File: src/rtl/uart_rx_fifo.sv
// Receive-side FIFO between the UART receiver and the Nios II: synchronises the load strobe,
// queues {error,data} words and exposes them over an Avalon-MM slave with a level interrupt.
module uart_rx_fifo #(
    parameter int unsigned DEPTH_LOG2 = 4
) (
    input  logic        clk,
    input  logic        reset_n,
    input  logic        rx_load,
    input  logic [8:0]  rx_word,
    input  logic [1:0]  avs_address,
    input  logic        avs_read,
    input  logic        avs_write,
    input  logic [31:0] avs_writedata,
    output logic [31:0] avs_readdata,
    output logic        irq
);

    localparam int unsigned DEPTH = 2 ** DEPTH_LOG2;
    localparam int unsigned PTR_W = DEPTH_LOG2;
    localparam int unsigned CNT_W = DEPTH_LOG2 + 1;

    localparam logic [1:0] ADDR_DATA   = 2'd0;
    localparam logic [1:0] ADDR_STATUS = 2'd1;
    localparam logic [1:0] ADDR_CTRL   = 2'd2;
    localparam logic [1:0] ADDR_ERRCNT = 2'd3;

    logic [2:0]       sync_q,     sync_d;
    logic [PTR_W-1:0] wr_ptr_q,   wr_ptr_d;
    logic [PTR_W-1:0] rd_ptr_q,   rd_ptr_d;
    logic [CNT_W-1:0] count_q,    count_d;
    logic             overrun_q,  overrun_d;
    logic             irq_en_q,   irq_en_d;
    logic [7:0]       errcnt_q,   errcnt_d;
    logic [31:0]      rdata_q,    rdata_d;
    logic             irq_q,      irq_d;
    logic [8:0]       mem_q [DEPTH];

    logic push_c, pop_c, push_ok_c, drop_c, flush_c, empty_c, full_c;
    logic unused_wdata;

    assign unused_wdata = ^{avs_writedata[31:4], avs_writedata[2]};

    // Datapath next-state: capture, FIFO pointers, registers and read mux.
    always_comb begin
        sync_d    = {sync_q[1:0], rx_load};
        wr_ptr_d  = wr_ptr_q;
        rd_ptr_d  = rd_ptr_q;
        count_d   = count_q;
        overrun_d = overrun_q;
        irq_en_d  = irq_en_q;
        errcnt_d  = errcnt_q;
        rdata_d   = rdata_q;

        empty_c   = (count_q == CNT_W'(0));
        full_c    = (count_q == CNT_W'(DEPTH));
        push_c    = sync_q[1] & ~sync_q[2];
        flush_c   = avs_write && (avs_address == ADDR_CTRL) && avs_writedata[1];
        pop_c     = avs_read && (avs_address == ADDR_DATA) && !empty_c;
        push_ok_c = push_c && (!full_c || pop_c) && !flush_c;
        drop_c    = push_c && full_c && !pop_c && !flush_c;

        if (push_ok_c) wr_ptr_d = wr_ptr_q + PTR_W'(1);
        if (pop_c)     rd_ptr_d = rd_ptr_q + PTR_W'(1);
        if (push_ok_c && !pop_c)      count_d = count_q + CNT_W'(1);
        else if (pop_c && !push_ok_c) count_d = count_q - CNT_W'(1);

        // A drop in the same cycle as a W1C clear keeps overrun set.
        if (avs_write && (avs_address == ADDR_STATUS) && avs_writedata[3]) overrun_d = 1'b0;
        if (drop_c) overrun_d = 1'b1;

        if (avs_write && (avs_address == ADDR_CTRL)) irq_en_d = avs_writedata[0];

        if (push_c && rx_word[8] && (errcnt_q != 8'hFF)) errcnt_d = errcnt_q + 8'd1;
        if (avs_write && (avs_address == ADDR_ERRCNT))   errcnt_d = 8'd0;

        if (flush_c) begin
            wr_ptr_d  = '0;
            rd_ptr_d  = '0;
            count_d   = '0;
            overrun_d = 1'b0;
        end

        if (avs_read) begin
            unique case (avs_address)
                ADDR_DATA:   rdata_d = pop_c ? {1'b1, 22'b0, mem_q[rd_ptr_q]} : 32'd0;
                ADDR_STATUS: rdata_d = {16'b0, 8'(count_q), 4'b0, overrun_q, full_c, empty_c, irq_en_q};
                ADDR_CTRL:   rdata_d = {31'b0, irq_en_q};
                ADDR_ERRCNT: rdata_d = {24'b0, errcnt_q};
                default:     rdata_d = 32'd0;
            endcase
        end

        irq_d = irq_en_d & ((count_d != CNT_W'(0)) | overrun_d);
    end

    always_ff @(posedge clk or negedge reset_n) begin
        if (!reset_n) begin
            sync_q    <= '0;
            wr_ptr_q  <= '0;
            rd_ptr_q  <= '0;
            count_q   <= '0;
            overrun_q <= 1'b0;
            irq_en_q  <= 1'b0;
            errcnt_q  <= '0;
            rdata_q   <= '0;
            irq_q     <= 1'b0;
        end else begin
            sync_q    <= sync_d;
            wr_ptr_q  <= wr_ptr_d;
            rd_ptr_q  <= rd_ptr_d;
            count_q   <= count_d;
            overrun_q <= overrun_d;
            irq_en_q  <= irq_en_d;
            errcnt_q  <= errcnt_d;
            rdata_q   <= rdata_d;
            irq_q     <= irq_d;
        end
    end

    // Storage array is not reset; only words behind valid pointers are ever read.
    always_ff @(posedge clk) begin
        if (push_ok_c) mem_q[wr_ptr_q] <= rx_word;
    end

    assign avs_readdata = rdata_q;
    assign irq          = irq_q;

endmodule
File: config.mk
export PLATFORM = sky130hd
export DESIGN_NAME = uart_rx_fifo
export DESIGN_NICKNAME = d
export VERILOG_FILES = /design/src/rtl/uart_rx_fifo.sv
export SDC_FILE = /design/constraint.sdc
export NUM_CORES = 1
export LEC_CHECK = 0
export CAP_MARGIN = 20
export CORE_ASPECT_RATIO = 0.8
export CORE_UTILIZATION = 45
export DETAILED_ROUTE_END_ITERATION = 7
export PLACE_DENSITY = 0.66
export SETUP_SLACK_MARGIN = 0.1
export SLEW_MARGIN = 10
export SYNTH_ARGS = -nofsm -noshare
export SYNTH_HDL_FRONTEND = slang
export SYNTH_SLANG_ARGS = --single-unit
File: constraint.sdc
create_clock -name clk -period 2.7 [get_ports clk]
set_input_delay 0.54 -clock clk [delete_from_list [all_inputs] [get_ports clk]]
set_output_delay 0.54 -clock clk [all_outputs]
set_load 0.02 [all_outputs]
==> summary.md, run 1 <==
| Metric | Value |
|---|---|
| VDD IR max | 477 µV |
| Post-synth EDFFs | 144 |
| Via density per instance | 5.54 |
| Initial DRC Count | 380 |
| Commonest cells in the netlist | edfxtp_1, mux4_2, dfrtp_1 |
| Reg-to-reg startpoint | count_q[1] |
| Crit path depth | 8 |
| Vias in the first global route | 4,289 |
| Io pins | 81 |
| Data arrival time of the critical path | 2.64 ns |
| FILL cells | 1,325 |
| Most frequent cell after synthesis | edfxtp_1 |
| Fin nets | 604 |
| Total grt overflow | 0 |
| Yosys top cell by area | edfxtp_1 |
| DRC | 0 |
| CP endpoint kind | register |
| Final period util | 92.7% |
| YS warnings | 0 |
| Starting Density | 46.7% |
| CP Class | register to register |
| Worst min-delay path class | primary input to asynchronous set/reset pin |
| GP Congestion | 0.836 |
| Synth cell types | 50 |
| PwrDens | 891 nW/µm² |
| Setup crit start kind | register |
| F_max | 400 MHz |
| GRT Resource Usage Total | 19.0% |
| DIE HEIGHT | 120 µm |
| Synthesis-to-finish area growth | 17.5% |
| Final WL | 15,900 µm |
| Synth Area per Inst | 16.5 µm² |
| Initial antenna violation count | 0 |
| Top-area cell type share of the netlist area | 55.1% |
| TNS Setup | 0 ns |
| Antenna-violating nets left | 0 |
| DIE WIDTH | 150 µm |
| Worst Setup EP | mem_q[11][3] |
| Die area | 18,000 µm² |
| Max FO, Critical Path | 7 |
| Req. time, crit path | 2.83 ns |
| Root Buffer | clkbuf_16 |
| H-tree Lvls | 4 |
| Dpl cell area | 8640 µm² |
| Fin. Hold Viols | 0 |
| CP startpoint | count_q[1] |
| Worst-path clk slew | 0.07 ns |
| Max incr delay on CP | 0.45 ns |
| Cell area after synthesis | 7850 µm² |
| First-pass GRT wire length | 24,400 µm |
| Final HPWL DP | 11,000 µm |
| Final setup viols | 0 |
| Cells after Synth | 475 |
| Clock insertion delay at the later pin of the skew report | 0.43 ns |
| Leakage power | 3.25 nW |
| Post CTS Setup Buffer Count | 0 |
| Slowest CP cell | dfrtp_1 |
| Outcome | completed |
| TritonCTS clock tree | done |
| RSZ-0062 raised after global routing | no |
| CTS Hold Buffers Added | 0 |
| Core ar. | 16,800 µm² |
| Most used DFF post-synth | edfxtp_1 |
| CTS max path bufs | 2 |
| Worst Clk Skew | 0.0109 ns |
| Fin crit period | 2.50 ns |
| ANT cells | 0 |
| Num rows | 42 |
| Synth area leaders | edfxtp_1, dfrtp_1, mux4_2 |
| Buffers & Inverters on Critical Path | 2 |
| Cells along the critical path | inv_1, ha_1, and4bb_2, a21oi_4, nand2_1, or3_4, nor2_2, buf_4 |
| CTS resizes | 0 |
| Sink Count | 185 |
| CP top delay family | simple AND/OR/NAND/NOR gates |
| Per-cell routed wire length | 20.4 µm |
| R2R cell count | 8 |
| CTS buffer count | 17 |
| Port bufs | 33 |
| Seq/Total Area, Yosys | 68.1% |
| Rel. slew slack | 49.0% |
| DR pass1 iterations | 5 |
| Max Cap Viol | 0 |
| Layout cells sized above 1 | 23.4% |
| Design area | 9230 µm² |
| R2r setup slk | 0.20 ns |
| Seq cells post-synth | 185 |
| Worst-Margin Slew | 0.764 ns |
| Fin. max-slew vios | 0 |
| Async set or reset register ratio after synthesis | 22.2% |
| Largest net degree at the start of global routing | 40 |
| Vias post-DR | 4,315 |
| Reg-to-reg endpoint | mem_q[11][3] |
==> layout make-up <==
class | instances | area, µm² | share of cell area (%)
Sequential cell | 185 | 5350 | 58.0
Multi-Input combinational cell | 248 | 2260 | 24.5
Timing Repair Buffer | 77 | 693 | 7.51
Clock buffer | 19 | 433 | 4.69
Tap cell | 220 | 275 | 2.98
Clock inverter | 12 | 149 | 1.61
Inverter | 18 | 67.6 | 0.732
==> per-layer routing <==
layer	vias up	GRT usage (%)	part of all wire, %
li1	1948	-	-
met1	2229	28.4	48
met2	128	27.4	45
met3	10	4.79	6.1
met4	0	5.62	0.76
met5	-	0	0
==> placed cells by master (no fill, tap or decap), types with 4 or more instances in the layout <==
cell             synthesis  layout
dfrtp_1                 41      39
nor2_2                   0       4
clkdlybuf4s50_1          0      32
nand4_1                  4       4
ha_1                     9       9
o22ai_1                  4       4
xor2_1                   6       6
nand2_1                 24      24
xnor2_1                  7       7
clkbuf_16                0      17
nand3_1                  5       5
nor2_1                  35      31
and2_1                   6       6
mux4_2                  45      45
a21oi_1                 15      15
conb_1                   1      18
a22oi_1                  4       4
nor4_1                   4       4
inv_1                   18      18
a32oi_1                  5       5
edfxtp_1               144     144
o21ai_0                  4       4
buf_4                   19      41
nor3_1                  14      13
==> flip-flops by register name (all words and copies together) (netlist names) <==
| name | cells |
|---|---|
| mem_q | 144 |
| avs_readdata | 14 |
| errcnt_q | 8 |
| count_q | 5 |
| rd_ptr_q | 4 |
| wr_ptr_q | 4 |
| sync_q | 3 |
| irq | 1 |
| irq_en_q | 1 |
| overrun_q | 1 |
==> cell families after synthesis <==
family                   synth area share, %
AND/OR/NAND/NOR                         7.33
buffers and inverters                   4.11
adder cells (fa/ha/maj)                 1.43
AO/OA/AOI/OAI                           3.94
flip-flops                              68.1
other                                 0.0477
multiplexers                            13.6
XOR/XNOR                                1.45
==> worst reg2reg max path, cell delays in order (launching register included) <==
cell      delay (ns)
dfrtp_1         0.45
inv_1           0.13
ha_1            0.22
and4bb_2        0.28
a21oi_4         0.27
nand2_1         0.15
or3_4           0.39
nor2_2          0.14
buf_4           0.17
==> worst min-delay path by stage <==
stage,cells past startpoint,end
after detailed placement,0,sync_q[1]
after floorplan,0,avs_readdata[0]
after global routing,1,errcnt_q[0]
after global placement,0,sync_q[1]
after CTS,1,errcnt_q[0]
final,1,errcnt_q[0]
==> stage by stage <==
stage                     worst slack [ns]  cells  util, %  power, mW  hold slack, ns
after global placement              -0.102    748     51.4       5.75           0.332
final                                0.197    779     54.9       8.22           0.131
after CTS                            0.159    779     54.9       8.26           0.132
after detailed placement            -0.153    748     51.4       5.80           0.347
after global routing                 0.111    779     54.9       8.55           0.165
after floorplan                    -0.0823    492        -       5.08           0.244
==> power by group <==
| group | internal [mW] | leakage (nW) | switching, mW |
|---|---|---|---|
| combinational | 1.07 | 1.15 | 1.08 |
| clock | 1.45 | 0.279 | 1.02 |
| sequential | 3.32 | 1.82 | 0.284 |
No activity file was read; power rests on OpenSTA's default activity.
==> run 2: changes to the inputs <==
Settings changed: CTS_BUF_LIST set to sky130_fd_sc_hd__clkbuf_16, SLEW_MARGIN 10 to not set.
==> summary.md, run 2 (same netlist as run 1, synthesis figures left out) <==
| Metric | Value |
|---|---|
| Outcome | completed (unchanged) |
| Total grt overflow | 0 (unchanged) |
| First-pass GRT wire length | 24,400 µm (unchanged) |
| RSZ-0062 raised after global routing | no (unchanged) |
| H-tree Lvls | 4 (unchanged) |
| Leakage power | 3.26 nW (was 3.25 nW) |
| Die area | 18,000 µm² (unchanged) |
| Design area | 9230 µm² (unchanged) |
| Largest net degree at the start of global routing | 40 (unchanged) |
| GP Congestion | 0.836 (unchanged) |
| Final period util | 92.7% (about the same) |
| Via density per instance | 5.54 (about the same) |
| Layout cells sized above 1 | 23.4% (unchanged) |
| Clock insertion delay at the later pin of the skew report | 0.43 ns (about the same) |
| Final WL | 15,900 µm (about the same) |
| Core ar. | 16,800 µm² (unchanged) |
| Data arrival time of the critical path | 2.64 ns (about the same) |
| Starting Density | 46.7% (unchanged) |
| Fin. Hold Viols | 0 (unchanged) |
| DIE WIDTH | 150 µm (unchanged) |
| Port bufs | 33 (unchanged) |
| Sink Count | 185 (unchanged) |
| Most frequent cells in the layout | edfxtp_1, mux4_2, buf_4, dfrtp_1, clkdlybuf4s50_1 (unchanged) |
| Non-Filler Instances | 779 (unchanged) |
| Antenna-violating nets left | 0 (unchanged) |
| Max incr delay on CP | 0.45 ns (about the same) |
| CP endpoint kind | register (unchanged) |
| Worst min-delay path class | primary input to asynchronous set/reset pin (unchanged) |
| Top reg by flops | mem_q (unchanged) |
| Max FO, Critical Path | 7 (unchanged) |
| Worst-path clk slew | 0.07 ns (about the same) |
| M1 GR Usage | 28.4% (unchanged) |
| Vias post-DR | 4,319 (was 4,315) |
| Power consumption | 8.21 mW (was 8.22 mW) |
| Worst-Margin Slew | 0.764 ns (about the same) |
| DRC | 0 (unchanged) |
| DR pass1 iterations | 5 (unchanged) |
| Initial antenna violation count | 0 (unchanged) |
| Slowest CP cell | dfrtp_1 (unchanged) |
| Num rows | 42 (unchanged) |
| VDD IR max | 477 µV (about the same) |
| Largest register FFs | 144 (unchanged) |
| Initial DRC Count | 380 (unchanged) |
| Rel. slew slack | 49.0% (about the same) |
| Final setup viols | 0 (unchanged) |
| Fin crit period | 2.50 ns (about the same) |
| F_max | 399 MHz (was 400 MHz) |
| Io pins | 81 (unchanged) |
| TritonCTS clock tree | done (unchanged) |
| Met2 Use GR | 27.4% (unchanged) |
| TNS Setup | 0 ns (unchanged) |
| Dpl cell area | 8640 µm² (unchanged) |
| Synthesis-to-finish area growth | 17.5% (unchanged) |
| Root Buffer | clkbuf_16 (unchanged) |
| Met3 GRT Util | 4.79% (unchanged) |
| Most common cell after layout, fill and taps aside | edfxtp_1 (unchanged) |
| DIE HEIGHT | 120 µm (unchanged) |
| Req. time, crit path | 2.83 ns (about the same) |
| Placed Cells incl. Taps | 748 (unchanged) |
| CP Class | register to register (unchanged) |
| CTS buffer count | 17 (unchanged) |
| Grt peak-use layer | met1 (unchanged) |
| Final HPWL DP | 11,000 µm (unchanged) |
| CTS max path bufs | 2 (unchanged) |
| Setup crit start kind | register (unchanged) |
| Worst Clk Skew | 0.0108 ns (was 0.0109 ns) |
| ANT cells | 0 (unchanged) |
| PwrDens | 890 nW/µm² (was 891 nW/µm²) |
| Per-cell routed wire length | 20.4 µm (about the same) |
| FILL cells | 1,325 (unchanged) |
| Fin. max-slew vios | 0 (unchanged) |
| Max Cap Viol | 0 (unchanged) |
| Fin nets | 604 (unchanged) |
| Cells along the critical path | inv_1, ha_1, and4bb_2, a21oi_4, nand2_1, or3_4, nor2_2, buf_4 (unchanged) |
| Vias in the first global route | 4,289 (unchanged) |
| GRT Resource Usage Total | 19.0% (unchanged) |
## run 2: cell count changes in the layout (fill, tap and decap cells not counted), sizes merged
cell / before / now
inv: 20 / 22
clkbuf: 19 / 17
## run 2: power by group
| part | total (mW) | switching [mW] | internal (mW) |
|---|---|---|---|
| sequential | 3.60 | 0.284 | 3.32 |
| clock | 2.46 | 1.02 | 1.44 |
| combinational | 2.15 | 1.08 | 1.07 |
## run 2: layout make-up
type | instances | area [µm²] | area share, %
Tap cell | 220 | 275 | 2.98
Timing Repair Buffer | 77 | 693 | 7.51
Clock inverter | 14 | 156 | 1.69
Clock buffer | 17 | 425 | 4.61
Inverter | 18 | 67.6 | 0.732
Multi-Input combinational cell | 248 | 2260 | 24.5
Sequential cell | 185 | 5350 | 58.0
## run 2: layer usage
| layer | vias to the layer above | wire, µm |
|---|---|---|
| met5 | - | 0 |
| met2 | 133 | 7160 |
| met1 | 2228 | 7620 |
| met3 | 10 | 970 |
| met4 | 0 | 126 |
| li1 | 1948 | - |
## run 2: metrics by stage
| stage | utilization (%) | hold WS [ns] | worst slack [ns] |
|---|---|---|---|
| final | 54.9 | 0.131 | 0.196 |
| after global routing | 54.9 | 0.165 | 0.111 |
| after CTS | 54.9 | 0.132 | 0.159 |
| after detailed placement | 51.4 | 0.347 | -0.153 |
| after global placement | 51.4 | 0.332 | -0.102 |
| after floorplan | - | 0.244 | -0.0823 |
## run 2: worst paths after layout
path / from / to / slack, ns / depth (start not counted)
setup reg to reg: count_q[1] / mem_q[11][3] / 0.20 / 8
setup / recovery: count_q[1] / mem_q[11][3] / 0.20 / 8
hold / removal: reset_n / errcnt_q[0] / 0.13 / 1
max in group asynchronous: reset_n / avs_readdata[11] / 1.92 / 2
min in group clk: sync_q[0] / sync_q[1] / 0.36 / 0
hold reg to reg: sync_q[0] / sync_q[1] / 0.36 / 0
## run 2: what timing repair did
item | CTS | global route
hold buffers | 0 | 0
setup buffers | 0 | 0
resized for setup | 0 | 2
endpoints found under the setup margin | 0 | 96
## run 2: worst max-delay path, delay by kind of cell, from the launching register on
kind,cells,cell delay (ns)
AND/OR/NAND/NOR,4,0.96
flip-flops,1,0.45
buffers and inverters,2,0.30
AO/OA/AOI/OAI,1,0.27
adder cells (fa/ha/maj),1,0.22
